--- src/rtl/lab6_pkg.sv ---
// Shared types for the state-register read path: serializer FSM states and
// the bit-counter width helper.
package lab6_pkg;

    typedef enum logic {
        ST_IDLE  = 1'b0,
        ST_SHIFT = 1'b1
    } state_e;

    // Counter wide enough to index WIDTH bits (0..WIDTH-1).
    function automatic int cnt_w(input int width);
        return (width < 2) ? 1 : $clog2(width);
    endfunction

endpackage

--- src/rtl/state_serializer_shift_reg_core.sv ---
// WIDTH-bit parallel-load shift register with zero fill; shift direction is
// chosen by shift_left so the output end is always bit WIDTH-1 or bit 0.
module shift_reg_core
    import lab6_pkg::*;
#(
    parameter int WIDTH = 8
) (
    input  logic             clk,
    input  logic             reset,
    input  logic             load,
    input  logic [WIDTH-1:0] load_data,
    input  logic             shift_en,
    input  logic             shift_left,
    output logic [WIDTH-1:0] data
);

    logic [WIDTH-1:0] data_q;
    logic [WIDTH-1:0] data_d;

    // NOTE: every always_comb output gets a default first, so no path leaves it unassigned and no latch is inferred.
    always_comb begin
        data_d = data_q;
        if (load) begin
            data_d = load_data;
        end else if (shift_en) begin
            data_d = shift_left ? {data_q[WIDTH-2:0], 1'b0} : {1'b0, data_q[WIDTH-1:1]};
        end
    end

    // NOTE: sequential state uses non-blocking assignment only; blocking here would create order-dependent simulation races.
    always_ff @(posedge clk) begin
        if (!reset) begin
            data_q <= '0;
        end else begin
            data_q <= data_d;
        end
    end

    assign data = data_q;

endmodule

--- src/rtl/state_serializer.sv ---
// Parallel-to-serial converter: accepts one WIDTH-bit word on a valid/ready
// handshake and streams it bit by bit under ser_ready back-pressure.
module state_serializer
    import lab6_pkg::*;
#(
    parameter int WIDTH      = 8,
    parameter bit MSB_FIRST  = 1'b1,
    parameter bit IDLE_LEVEL = 1'b1
) (
    input  logic             clk,
    input  logic             reset,
    input  logic [WIDTH-1:0] par_din,
    input  logic             par_valid,
    output logic             par_ready,
    output logic             ser_dout,
    output logic             ser_valid,
    output logic             ser_first,
    output logic             ser_last,
    input  logic             ser_ready,
    output logic             busy
);

    localparam int                CNT_W    = cnt_w(WIDTH);
    localparam logic [CNT_W-1:0] CNT_LAST = CNT_W'(WIDTH - 1);

    state_e           state_q;
    state_e           state_d;
    logic [CNT_W-1:0] cnt_q;
    logic [CNT_W-1:0] cnt_d;
    logic [WIDTH-1:0] sreg;
    logic             load;
    logic             xfer;
    logic             in_shift;

    assign in_shift = (state_q == ST_SHIFT);
    assign load     = (state_q == ST_IDLE) && par_valid;
    assign xfer     = in_shift && ser_ready;

    shift_reg_core #(
        .WIDTH (WIDTH)
    ) u_core (
        .clk        (clk),
        .reset      (reset),
        .load       (load),
        .load_data  (par_din),
        .shift_en   (xfer),
        .shift_left (MSB_FIRST),
        .data       (sreg)
    );

    always_comb begin
        state_d = state_q;
        cnt_d   = cnt_q;
        if (load) begin
            state_d = ST_SHIFT;
            cnt_d   = '0;
        end else if (xfer) begin
            if (cnt_q == CNT_LAST) begin
                state_d = ST_IDLE;
                cnt_d   = '0;
            end else begin
                cnt_d = cnt_q + CNT_W'(1);
            end
        end
    end

    always_ff @(posedge clk) begin
        if (!reset) begin
            state_q <= ST_IDLE;
            cnt_q   <= '0;
        end else begin
            state_q <= state_d;
            cnt_q   <= cnt_d;
        end
    end

    // Outputs decode registered state only, so ser_ready/par_* never reach them combinationally.
    assign par_ready = (state_q == ST_IDLE);
    assign busy      = in_shift;
    assign ser_valid = in_shift;
    assign ser_first = in_shift && (cnt_q == '0);
    assign ser_last  = in_shift && (cnt_q == CNT_LAST);
    assign ser_dout  = in_shift ? (MSB_FIRST ? sreg[WIDTH-1] : sreg[0]) : IDLE_LEVEL;

endmodule
--- config.mk ---
export PLATFORM = sky130hd
export DESIGN_NAME = state_serializer
export DESIGN_NICKNAME = d
export VERILOG_FILES = /design/src/rtl/lab6_pkg.sv /design/src/rtl/state_serializer_shift_reg_core.sv /design/src/rtl/state_serializer.sv
export SDC_FILE = /design/constraint.sdc
export NUM_CORES = 1
export LEC_CHECK = 0
export CAP_MARGIN = 10
export CORE_AREA = 2 2 39 41
export CTS_BUF_LIST = sky130_fd_sc_hd__clkbuf_2 sky130_fd_sc_hd__clkbuf_4 sky130_fd_sc_hd__clkbuf_8
export DETAILED_ROUTE_END_ITERATION = 6
export DIE_AREA = 0 0 41 43
export PLACE_DENSITY = 0.82
export SLEW_MARGIN = 25
export SYNTH_ARGS = -nofsm -noshare
export SYNTH_HDL_FRONTEND = slang
export SYNTH_SLANG_ARGS = --single-unit
--- constraint.sdc ---
create_clock -name clk -period 1.9 [get_ports clk]
set_input_delay 0.38 -clock clk [delete_from_list [all_inputs] [get_ports clk]]
set_output_delay 0.38 -clock clk [all_outputs]
set_load 0.02 [all_outputs]
==> results of run 1 <==
==> through the flow <==
stage               power (mW)  util (%)
floorplan                0.366         -
global placement         0.408      59.1
detailed placement       0.413      59.1
CTS                      0.616      61.7
global route             0.635      61.7
finish                   0.609      61.7
==> worst max-delay path: cells and delay by family (launching register included) <==
| family | cells | cell delay, ns |
|---|---|---|
| DFF | 1 | 0.36 |
| buffers and inverters | 2 | 0.40 |
| adders and majority gates | 1 | 0.19 |
| and+or+nand+nor | 1 | 0.12 |
==> final cells by class <==
type                    instances  area (µm²)
fillers                       134         531
well taps                      16        20.0
inverters                       3        11.3
clock buffers                   4        36.3
multi-input cells              47         362
flip-flops and latches         12         240
repair buffers                 19         184
==> metal layers <==
| metal | global-route usage (%) | wire (µm) | share of wire, % |
|---|---|---|---|
| met2 | 28.4 | 679 | 53 |
| met5 | 0 | 0 | 0 |
| met3 | 7.85 | 64 | 5.0 |
| met4 | 10.0 | 15 | 1.2 |
| met1 | 18.4 | 530 | 41 |
==> worst max-delay path by stage <==
stage              from        end  cells after the start
6_report       cnt_q[0]  ser_first                      4
5_1_grt        cnt_q[0]  ser_first                      4
4_1_cts        cnt_q[0]   ser_last                      4
3_5_place_dp   cnt_q[0]   ser_last                      4
3_3_place_gp   cnt_q[0]   ser_last                      4
2_1_floorplan      busy  ser_first                      3
==> cell usage after synthesis <==
master / instances
a21boi_2: 4
a21oi_1: 3
a22oi_2: 5
and2_1: 1
and2_4: 1
and2b_1: 1
buf_4: 1
buf_6: 2
buf_8: 1
clkbuf_1: 1
dfxtp_1: 12
ha_1: 3
inv_1: 3
mux2i_4: 1
nand2_1: 8
nand2_2: 2
nand2b_1: 2
nor2_1: 4
nor2b_2: 1
nor3_1: 3
nor3b_1: 2
o21ai_0: 2
o221a_2: 1
o221ai_1: 3
==> power by group <==
| group | switching, mW | total (mW) | leakage (nW) | internal (mW) |
|---|---|---|---|---|
| logic | 0.0599 | 0.127 | 0.214 | 0.0676 |
| registers | 0.00930 | 0.276 | 0.0987 | 0.267 |
| clock network | 0.0893 | 0.206 | 0.0210 | 0.117 |
==> registers in the layout (all words and copies together), names as in the netlist <==
register and flops:
cnt_q 3, busy 1, u_core.data 8
==> kinds of logic (layout without fill, tap and decap cells) <==
logic type	count (synthesis)	after routing	share of synthesized area, %
compound gates	18	18	25.7
fa+ha+maj	3	3	5.67
buf+inv	8	26	9.07
flops	12	12	36.3
mux	1	1	3.40
simple gates	25	25	19.8
==> repair_timing <==
item,4_1_cts,5_1_grt
pin swaps,0,0
hold buffers,0,0
endpoints found under the setup margin,2,3
resized for setup,3,3
==> impl_metrics.py, run 1 <==
metrics = {
    "drt": {
        "ant_nets": 0,
        "via_per_inst": 5.43,
        "detail_route.drc_violations": 0,
        "firstDrtPassIters": 4,
        "vias": 548,
        "drt_wl_total_um": 1290,
        "first_iter_violations": 6,
        "wl_per_cell_um": 12.8,
    },
    "cts": {
        "cts.sinks": 12,
        "clk_latency_ns": 0.28,
        "root_buffer": "clkbuf_4",
        "htree_num_levels": 1,
        "clkTransAtPathRegs_ns": 0.08,
        "clockBufferDepth": 2,
        "postCtsSetupBuffers": 0,
        "cts_tree": "built",
        "cts_buffers": 3,
    },
    "die": {
        "dieWidth_um": 41,
        "die_area_um2": 1760,
        "core_region_area_um2": 1380,
        "pin_count": 18,
        "die_h_um": 43,
        "rows": 14,
        "initial_core_util_pct": 47.8,
    },
    "finish": {
        "final_cell_mix": "13 x clkdlybuf4s50_1, 12 x dfxtp_1, 8 x nand2_1, 5 x a22oi_2",
        "antenna_cells": 0,
        "final_common_cell": "clkdlybuf4s50_1",
        "fin_nets": 101,
        "area.growth.synth_to_final_pct": 28.9,
        "final_cells": 101,
        "final_cell_area_um2": 853,
        "drive_gt1_share_pct": 25.9,
    },
    "logic_synthesis": {
        "yosys.area.top_type_share_pct": 36.3,
        "ys_warn_count": 0,
        "syn_area_um2": 662,
        "syn_inst": 67,
        "netlist_top_cells_area": "dfxtp_1 36%, a22oi_2 9.5%, a21boi_2 6.8%",
        "syn_avg_cell_area_um2": 9.88,
        "synth_nets": 82,
        "synth-seq-cells": 12,
        "seq_area_frac_synth_pct": 36.3,
        "yosysTopAreaCell": "dfxtp_1",
        "post_synth_num_cell_types": 24,
    },
    "setup_path": {
        "cp-start-kind": "register",
        "critPathKind": "reg -> out",
        "worstRegToRegCells": 4,
        "slowest_stage": "dfxtp_1",
        "crit_path_cell_trace": "inv_1 > ha_1 > nor3b_1 > dlygate4sd2_1",
        "ff2ff_setup_slack_ns": 0.59,
        "cp_slowest_stage_delay_ns": 0.36,
        "critical_path_peak_fanout": 3,
        "worstPathArrival_ns": 1.35,
        "r2r-end": "u_core.data[3]",
        "endpoint_kind": "output port",
        "r2r_start": "busy",
        "worst_ep_required_time_ns": 1.52,
    },
    "pwr": {
        "p_leak_nw": 0.334,
        "powerDensity_nw_per_um2": 714,
        "ir_drop_mv": 0.668,
    },
    "timing": {
        "slew_headroom_pct": 76.4,
        "rsz0062_at_grt": "false",
        "fin_crit_ns": 1.73,
        "finalCritPeriodShare_pct": 91.1,
        "fin_skew_ns": 0.00144,
        "drv_slew": 0,
        "fin_hold_ws_ns": 0.469,
        "setup_viol": 0,
        "finalHoldViolations": 0,
        "fin_ws_ns": 0.169,
        "fmax_mhz": 578,
        "worst_pin_slew_ns": 0.354,
        "finalSetupTns_ns": 0,
    },
    "worst_hold_path": {
        "hold_path.startpoint": "u_core.data[5]",
        "hp-class": "reg -> reg",
        "holdPathStages": 2,
        "min_to": "u_core.data[5]",
    },
    "placed_design": {
        "place_ws_ns": 0.0680,
        "dp.cells": 97,
        "port-buffer-count": 17,
        "place_area_um2": 818,
        "dp_hpwl_um": 981,
        "place_congestion": 0.715,
    },
    "global_route": {
        "grt_use_total_pct": 17.9,
        "grt_pass1_wl_um": 2040,
        "grt_max_degree": 12,
        "antenna_found_initial": 0,
        "grt_pass1_vias": 494,
        "grt_overflow": 0,
    },
    "job": {
        "maxCapViolations": 0,
    },
    "status": {
        "status": "finished, final reports clean",
    },
}
Power figures use the tool's default switching activity.
==> run 2, diff against run 1 <==
CTS_CLUSTER_SIZE = 20   (was unset)
==> results of run 2 <==
Final layout, timing and power as in run 1 (identical DEF).
==> run 3, diff against run 2 <==
RECOVER_POWER = 100   (was unset)
==> run 3 against run 2 <==
Sequential cell count did not move. Clock-buffer cell count did not move. Total power fell by 2.4%. Die area did not move. Sequential share of layout area rose by 1.6 points. Sequential power barely moved. Combinational power fell by 10%. Worst hold slack improved by 0.00078 ns. Non-clock buffer count did not move. Clock power barely moved. Highest routed layer unchanged.
==> impl_metrics.py, run 3 (same netlist as run 1, synthesis figures left out) <==
metrics = {
    "global_route": {
        "grt_use_total_pct": 17.9,
        "grt_pass1_vias": 494,
        "grt_overflow": 0,
        "grt_max_degree": 12,
        "grt_pass1_wl_um": 2040,
        "antenna_found_initial": 0,
    },
    "die": {
        "pin_count": 18,
        "die_area_um2": 1760,
        "core_region_area_um2": 1380,
        "die_h_um": 43,
        "rows": 14,
        "initial_core_util_pct": 47.8,
        "dieWidth_um": 41,
    },
    "timing": {
        "fin_crit_ns": 1.75,
        "fin_skew_ns": 0.000618,
        "finalHoldViolations": 0,
        "finalCritPeriodShare_pct": 92.0,
        "setup_viol": 0,
        "slew_headroom_pct": 63.5,
        "finalSetupTns_ns": 0,
        "rsz0062_at_grt": "false",
        "fmax_mhz": 572,
        "worst_pin_slew_ns": 0.548,
        "drv_slew": 0,
    },
    "pwr": {
        "ir_drop_mv": 0.664,
        "powerDensity_nw_per_um2": 736,
        "p_leak_nw": 0.301,
    },
    "drt": {
        "ant_nets": 0,
        "detail_route.drc_violations": 0,
        "firstDrtPassIters": 4,
        "vias": 551,
        "first_iter_violations": 2,
        "wl_per_cell_um": 12.5,
        "via_per_inst": 5.46,
        "drt_wl_total_um": 1260,
    },
    "cts": {
        "cts_buffers": 3,
        "htree_num_levels": 1,
        "clkTransAtPathRegs_ns": 0.08,
        "clk_latency_ns": 0.28,
        "clockBufferDepth": 2,
        "root_buffer": "clkbuf_4",
        "cts_tree": "built",
        "postCtsSetupBuffers": 0,
        "cts.sinks": 12,
    },
    "finish": {
        "final_common_cell": "dfxtp_1",
        "antenna_cells": 0,
        "drive_gt1_share_pct": 17.6,
        "largest_reg_flops": 8,
        "area.growth.synth_to_final_pct": 22.1,
        "final_cell_area_um2": 808,
        "fin_nets": 101,
        "final_cell_mix": "12 x dfxtp_1, 9 x clkdlybuf4s50_1, 8 x nand2_1",
    },
    "status": {
        "status": "finished, final reports clean",
    },
    "setup_path": {
        "worst_path_most_repeated_cell": "ha_1",
        "critPathBufInv": 1,
        "critPathTopFamily": "flip-flops",
        "cp-start-kind": "register",
        "crit_path_cell_trace": "ha_1 > ha_1 > and2_1 > clkbuf_1",
        "worst_ep_required_time_ns": 1.52,
        "worstPathArrival_ns": 1.37,
        "critical_path_peak_fanout": 3,
        "critPathKind": "reg -> out",
        "endpoint_kind": "output port",
        "cp_slowest_stage_delay_ns": 0.37,
        "slowest_stage": "dfxtp_1",
    },
    "placed_design": {
        "place_congestion": 0.715,
        "port-buffer-count": 17,
        "place_area_um2": 818,
        "dp_hpwl_um": 981,
    },
    "worst_hold_path": {
        "hp-class": "reg -> reg",
    },
    "job": {
        "maxCapViolations": 0,
    },
}
-- run 3: final cells by class --
cell class                      instances  area [µm²]
Multi-Input combinational cell         47         339
Tap cell                               16        20.0
Timing Repair Buffer                   19         161
Fill cell                             141         576
Clock buffer                            4        36.3
Sequential cell                        12         240
Inverter                                3        11.3
-- run 3: routing by layer --
metal | track usage, % | up-vias | wire length (µm)
met1 | 18.4 | 255 | 503
met2 | 28.4 | 17 | 662
met5 | 0 | - | 0
li1 | - | 274 | -
met3 | 7.85 | 5 | 69
met4 | 10.0 | 0 | 27
-- run 3: worst min-delay path: stages (launching register included) --
cell,delay (ns)
dfxtp_1,0.31
nand2_1,0.07
a21boi_2,0.05
-- run 3: path summary, 6_finish.rpt --
kind                  startpoint              to  slack (ns)  cells past startpoint
setup / recovery        cnt_q[1]        ser_last        0.15                      4
hold / removal    u_core.data[2]  u_core.data[2]        0.47                      2
setup reg to reg            busy  u_core.data[3]        0.24                      4
hold reg to reg   u_core.data[2]  u_core.data[2]        0.47                      2
-- run 3: metrics by stage --
stage / total power, mW / hold WS, ns / utilization [%] / cells / setup WS [ns]
finish: 0.595 / 0.470 / 58.4 / 101 / 0.152
floorplan: 0.366 / 0.438 / - / 67 / 0.203
detailed placement: 0.413 / 0.458 / 59.1 / 97 / 0.0680
global route: 0.622 / 0.486 / 58.4 / 101 / 0.0441
global placement: 0.408 / 0.457 / 59.1 / 97 / 0.158
CTS: 0.616 / 0.469 / 61.7 / 101 / 0.0251
-- run 3: what timing repair did --
item                       4_1_cts  5_1_grt
hold buffers                     0        0
resized for setup                3        3
setup endpoints to repair        2        3
-- run 3: power by group --
group          internal, mW  leakage, nW  switching [mW]
clock                 0.117       0.0210          0.0888
sequential            0.267       0.0987         0.00832
combinational        0.0574        0.182          0.0570
total                 0.441        0.301           0.154
